===== config.mk =====
export PLATFORM = sky130hd
export DESIGN_NAME = weight_buffer
export DESIGN_NICKNAME = d
export VERILOG_FILES = /design/src/rtl/weight_buffer.sv
export SDC_FILE = /design/constraint.sdc
export NUM_CORES = 1
export LEC_CHECK = 0
export ABC_AREA = 1
export CORE_MARGIN = 1.5
export CORE_UTILIZATION = 49
export CTS_CLUSTER_DIAMETER = 120
export CTS_CLUSTER_SIZE = 20
export DETAILED_ROUTE_END_ITERATION = 8
export PLACE_DENSITY = 0.66
export SLEW_MARGIN = 25
export SYNTH_ARGS = -nofsm -noshare
export SYNTH_HDL_FRONTEND = slang
export SYNTH_SLANG_ARGS = --single-unit

===== constraint.sdc =====
create_clock -name clk -period 4.8 [get_ports clk]
set_input_delay 1.44 -clock clk [delete_from_list [all_inputs] [get_ports clk]]
set_output_delay 1.44 -clock clk [all_outputs]
set_load 0.01 [all_outputs]

===== src/rtl/weight_buffer.sv =====
// Loadable weight/bias store for M layers of N neurons. A layer is returned one row per cycle into weights_out.
// Optional per-word even parity (define WB_PARITY_EN); without it parity_err is tied low.
module weight_buffer #(
  parameter int N     = 4,
  parameter int M     = 3,
  parameter int WIDTH = 16,
  localparam int LW   = (M > 1) ? $clog2(M) : 1
) (
  input  logic                         clk,
  input  logic                         rst_n,
  input  logic                         ld_start,
  input  logic                         ld_valid,
  output logic                         ld_ready,
  input  logic [WIDTH-1:0]             ld_data,
  output logic                         loaded,
  input  logic                         rd_req,
  input  logic [LW-1:0]                rd_layer,
  output logic                         rd_ready,
  output logic                         rd_valid,
  output logic                         rd_err,
  output logic [N-1:0][N:0][WIDTH-1:0] weights_out,
  output logic                         parity_err
);
  localparam int ROWS = M * N;
  localparam int RW   = (ROWS > 1) ? $clog2(ROWS) : 1;
  localparam int IW   = $clog2(N + 1);
  localparam int PW   = (N > 1) ? $clog2(N) : 1;

  typedef enum logic [1:0] {IDLE, LOAD, RDY, READ} state_t;
  state_t state, state_nx;

  logic [RW-1:0] wrow, rrow;
  logic [IW-1:0] widx;
  logic [PW-1:0] rptr;
  logic [N:0][WIDTH-1:0] mem [ROWS];
  logic [N:0][WIDTH-1:0] rd_row;
  logic wr_en, wr_last, rd_acc, rd_rej, rd_bad, rd_step, rd_last;

  assign wr_last = (wrow == RW'(ROWS - 1)) && (widx == IW'(N));
  assign rd_last = (rptr == PW'(N - 1));
  assign rd_bad  = (32'(rd_layer) >= M);
  assign rd_row  = mem[rrow];

  always_comb begin
    state_nx = state;
    wr_en    = 1'b0;
    rd_acc   = 1'b0;
    rd_rej   = 1'b0;
    rd_step  = 1'b0;
    ld_ready = (state == LOAD);
    rd_ready = (state == RDY);
    loaded   = (state == RDY) || (state == READ);
    // ld_start overrides everything: the word or request presented with it is dropped
    if (ld_start) state_nx = LOAD;
    else begin
      case (state)
        LOAD: if (ld_valid) begin
          wr_en = 1'b1;
          if (wr_last) state_nx = RDY;
        end
        RDY: if (rd_req) begin
          if (rd_bad) rd_rej = 1'b1;
          else begin
            rd_acc   = 1'b1;
            state_nx = READ;
          end
        end
        READ: begin
          rd_step = 1'b1;
          if (rd_last) state_nx = RDY;
        end
        default: ;
      endcase
    end
  end

  always_ff @(posedge clk or negedge rst_n) begin
    if (!rst_n) begin
      state       <= IDLE;
      wrow        <= '0;
      widx        <= '0;
      rrow        <= '0;
      rptr        <= '0;
      rd_valid    <= 1'b0;
      rd_err      <= 1'b0;
      weights_out <= '0;
    end else begin
      state    <= state_nx;
      rd_valid <= rd_step && rd_last;
      rd_err   <= rd_rej;
      if (ld_start) begin
        wrow <= '0;
        widx <= '0;
      end else if (wr_en) begin
        if (widx == IW'(N)) begin
          widx <= '0;
          wrow <= wrow + 1'b1;
        end else widx <= widx + 1'b1;
      end
      if (rd_acc) begin
        rrow <= RW'(32'(rd_layer) * N);
        rptr <= '0;
      end else if (rd_step) begin
        weights_out[rptr] <= rd_row;
        rrow <= rrow + 1'b1;
        rptr <= rptr + 1'b1;
      end
    end
  end

  // storage is intentionally not reset; loaded=0 after reset forces a reload
  always_ff @(posedge clk) begin
    if (wr_en) mem[wrow][widx] <= ld_data;
  end

`ifdef WB_PARITY_EN
  logic [N:0] par_mem [ROWS];
  logic [N:0] par_bad;

  always_ff @(posedge clk) begin
    if (wr_en) par_mem[wrow][widx] <= ^ld_data;
  end

  for (genvar i = 0; i <= N; i++) begin : g_par
    assign par_bad[i] = (^rd_row[i]) != par_mem[rrow][i];
  end

  always_ff @(posedge clk or negedge rst_n) begin
    if (!rst_n)                   parity_err <= 1'b0;
    else if (ld_start)            parity_err <= 1'b0;
    else if (rd_step && |par_bad) parity_err <= 1'b1;
  end
`else
  assign parity_err = 1'b0;
`endif
endmodule


==> metrics.md <==
| Metric | Value |
|---|---|
| I/O pin count | `between 300 and 400` |
| Post-synth ARST share | `between 20 and 30%` |
| Wirelength per Cell | `between 20 and 25 um` |
| Total core area | `roughly 110000 um2` |
| TritonCTS Buffers | `74` |
| Die area | `around 110000 um2` |
| Initial antenna violation count | `9` |
| RSZ-0062 raised after global routing | `false` |
| Clock Pin Slew Worst Setup and Hold Paths | `roughly 90 ps` |
| Root buffer cell | `clkbuf_16` |
| CP max stage delay | `~670 ps` |
| H-Tree Depth | `3` |
| Startpoint Class | `flip-flop` |
| Kind of critical path | `flip-flop to primary output` |
| Worst-path maximum fanout | `5` |
| Initial Util | `between 40% and 50%` |
| DRC violations left | `0` |
| Final setup margin | `1090 ps` |
| Clock Path Buffers | `3` |
| Final GP Congestion | `just under 0.9` |
| Post-Synthesis Cells | `around 5.1k` |
| Via/cell ratio | `~5.4` |
| Final hold violations | `0` |
| Buffers added on ports | `347` |
| Commonest cells after routing, fill and taps aside | `nand2_1, edfxtp_1, nand3_1, inv_1, dfrtp_1` |
| PwrDens | `about 560 nW/um2` |
| Top FF cell, synth | `edfxtp_1` |
| Worst skew pair latency | `approximately 660 ps` |
| Crit-path cells | `inv_1 > nor2_1 > clkdlybuf4s50_1` |
| Antenna Nets Post-Route | `0` |
| Cell Area, Synth | `54400 um2` |
| Synthesis-to-layout area growth | `13.4%` |
| CP endpoint kind | `primary output` |
| CTS sink count | `between 1k and 1.5k` |
| R2R setup slack | `1780 ps` |
| Clock skew | `around 23 ps` |
| CP required | `around 3400 ps` |
| GRT Overall Usage | `26.2%` |
| Layout cell share with drive strength beyond 1 | `under 10%` |
| Yosys warnings | `0` |
| Mapped Nets | `5136` |
| Largest net degree at the start of global routing | `between 200 and 250` |
| Non-filler instance count after layout | `just under 7k` |
| Commonest non-fill, non-tap cell in the layout | `nand2_1` |
| DRT Pass-1 Iters | `5` |
| Reg power frac | `a little over two fifths` |
| Max-slew violation count | `0` |
| Dpl hpwl | `a little over 90000 um` |
| Clock power frac | `about a fifth` |
| Gate power share | `roughly two fifths` |
| Placed Cells | `roughly 6.8k` |
| Worst Hold Class | `flip-flop to flip-flop` |
| Sequential cell area fraction in the yosys report | `68.6%` |
| Fin nets | `5441` |
| Yosys cell types | `33` |
| Post-CTS Resized | `0` |
| Vias | `~37k` |
| Status | `finished, final reports clean` |
| P_int | `roughly 21 mW` |
| Final setup fails | `0` |
| Max frequency | `around 270 MHz` |
| CTS tree | `built` |
| Syn_area_per_cell | `10.7 um2` |
| # hold bufs at CTS | `0` |
| Worst-margin pin slew | `1060 ps` |
| Max-Cap Viols | `0` |
| First-pass GRT wire length | `between 200000 and 250000 um` |
| Number of synthesized flops with an enable pin | `960` |
| Crit-path slowest cell | `clkdlybuf4s50_1` |
| Horiz. Die Dim | `about 340 um` |
| Setup TNS | `0 ps` |
| Leak | `26.4 nW` |
| Postcts setup bufs | `0` |
| Relative slew slack | `29.2%` |
| VDD IR max | `between 0.0004 and 0.0005 V` |
| Min Tclk post-route | `3710 ps` |
| Iteration-0 DRC Markers | `around 3.8k` |
| Die Ht | `between 300 and 400 um` |
| Dpl cell area | `~59000 um2` |
| Pre-CTS worst setup slack | `848 ps` |
| Net Sw Frac | `~39%` |
| Design area | `between 60000 and 70000 um2` |
| Global route overflow | `0` |
| Tcrit/Tclk final | `between 70 and 80%` |
| NetSw | `about 13 mW` |
| Synthesized flop and latch total | `around 1.3k` |
| Core Rows | `between 100 and 150` |
| Vias in the first global route | `between 30k and 40k` |
| Final WL | `around 150000 um` |
| Worst EP arrival | `around 2300 ps` |
## area by class of cell
type	instances	area [um2]
Inverter	663	2510
Clock buffer	124	2100
Antenna cell	2	5.00
Sequential cell	1297	37300
Multi-Input combinational cell	2876	13100
Tap cell	1476	1850
Clock inverter	3	22.5
Timing Repair Buffer	495	4720
Fill cell	9253	47800
## through the flow
stage	utilization, %	hold slack, ps	power (mW)
after CTS	56.3	487	34.5
after floorplan	-	516	21.9
final	56.3	483	34.4
after global routing	56.3	497	36.1
after global placement	54.3	462	27.8
after detailed placement	54.4	465	28.0
## layer usage
metal / wire, um / global-route usage (%)
met4: 2940 / 6.22
met5: 46 / 0
met2: 69500 / 41.8
met1: 62900 / 37.9
met3: 12700 / 4.10
## power by group through the flow
stage | Combinational (mW) | Sequential [mW] | Clock, mW
global route | 14.4 | 14.7 | 7.07
CTS | 13.2 | 14.5 | 6.69
detailed placement | 13.2 | 14.8 | 0
global placement | 13.0 | 14.8 | 0
floorplan | 6.98 | 14.9 | 0
finish | 13.3 | 14.6 | 6.56
## logic make-up (layout without fill, tap and decap cells)
logic type | count (synthesis) | in the layout | synth area share, %
and+or+nand+nor | 2600 | 2600 | 19.9
DFF | 1297 | 1297 | 68.6
buffers and inverters | 929 | 1285 | 7.29
AOI/OAI and AO/OA | 262 | 262 | 3.92
adders and majority gates | 11 | 11 | 0.253
xor gates and xnor gates | 2 | 2 | 0.0322
other | 1 | 3 | 0.00690
## state kept, by name, indices dropped and copies added (netlist names)
register and count:
rd_err 1, rd_valid 1, wrow 4, state 2
weights_out 320, mem 960, widx 3, rrow 4
rptr 2
## critical path, delay by kind of cell, from the launching register on
| kind | cells | cell delay (ps) |
|---|---|---|
| buffers and inverters | 2 | 770 |
| flip-flops | 1 | 580 |
| AND/OR/NAND/NOR | 1 | 280 |
## synthesized netlist by cell type (2+ instances only)
master    instances  area share, %
nand2_1        1468             10
buf_2            45           0.41
nand2_4           3          0.062
o21ai_0          93           0.86
o211ai_2         71            1.6
buf_6            30           0.62
clkbuf_2          5          0.046
a21oi_1           5          0.046
inv_4             2          0.023
nand2_2           2          0.023
o21ai_2          68            1.1
nor3_1            2          0.018
inv_1           654            4.5
nor2_1          307            2.1
edfxtp_1        960             53
buf_1            44           0.30
nand4_1           5          0.058
clkbuf_1         93           0.64
xnor2_1           2          0.032
buf_4            49           0.68
ha_1             11           0.25
nor2_2            2          0.023
o211ai_1         10           0.14
inv_2             6          0.041
nand3_1         809            7.4
dfrtp_1         337             16
o21ai_1          13           0.12
## final timing paths
kind / to / cells past startpoint / startpoint
hold reg to reg: weights_out[5] / 2 / weights_out[5]
min in group asynchronous: weights_out[54] / 1 / rst_n
max in group asynchronous: rrow[1] / 2 / rst_n
setup / recovery: rd_ready / 3 / state[1]
hold / removal: weights_out[5] / 2 / weights_out[5]
setup reg to reg: weights_out[122] / 9 / rrow[0]
No activity file was read; power rests on OpenSTA's default activity.
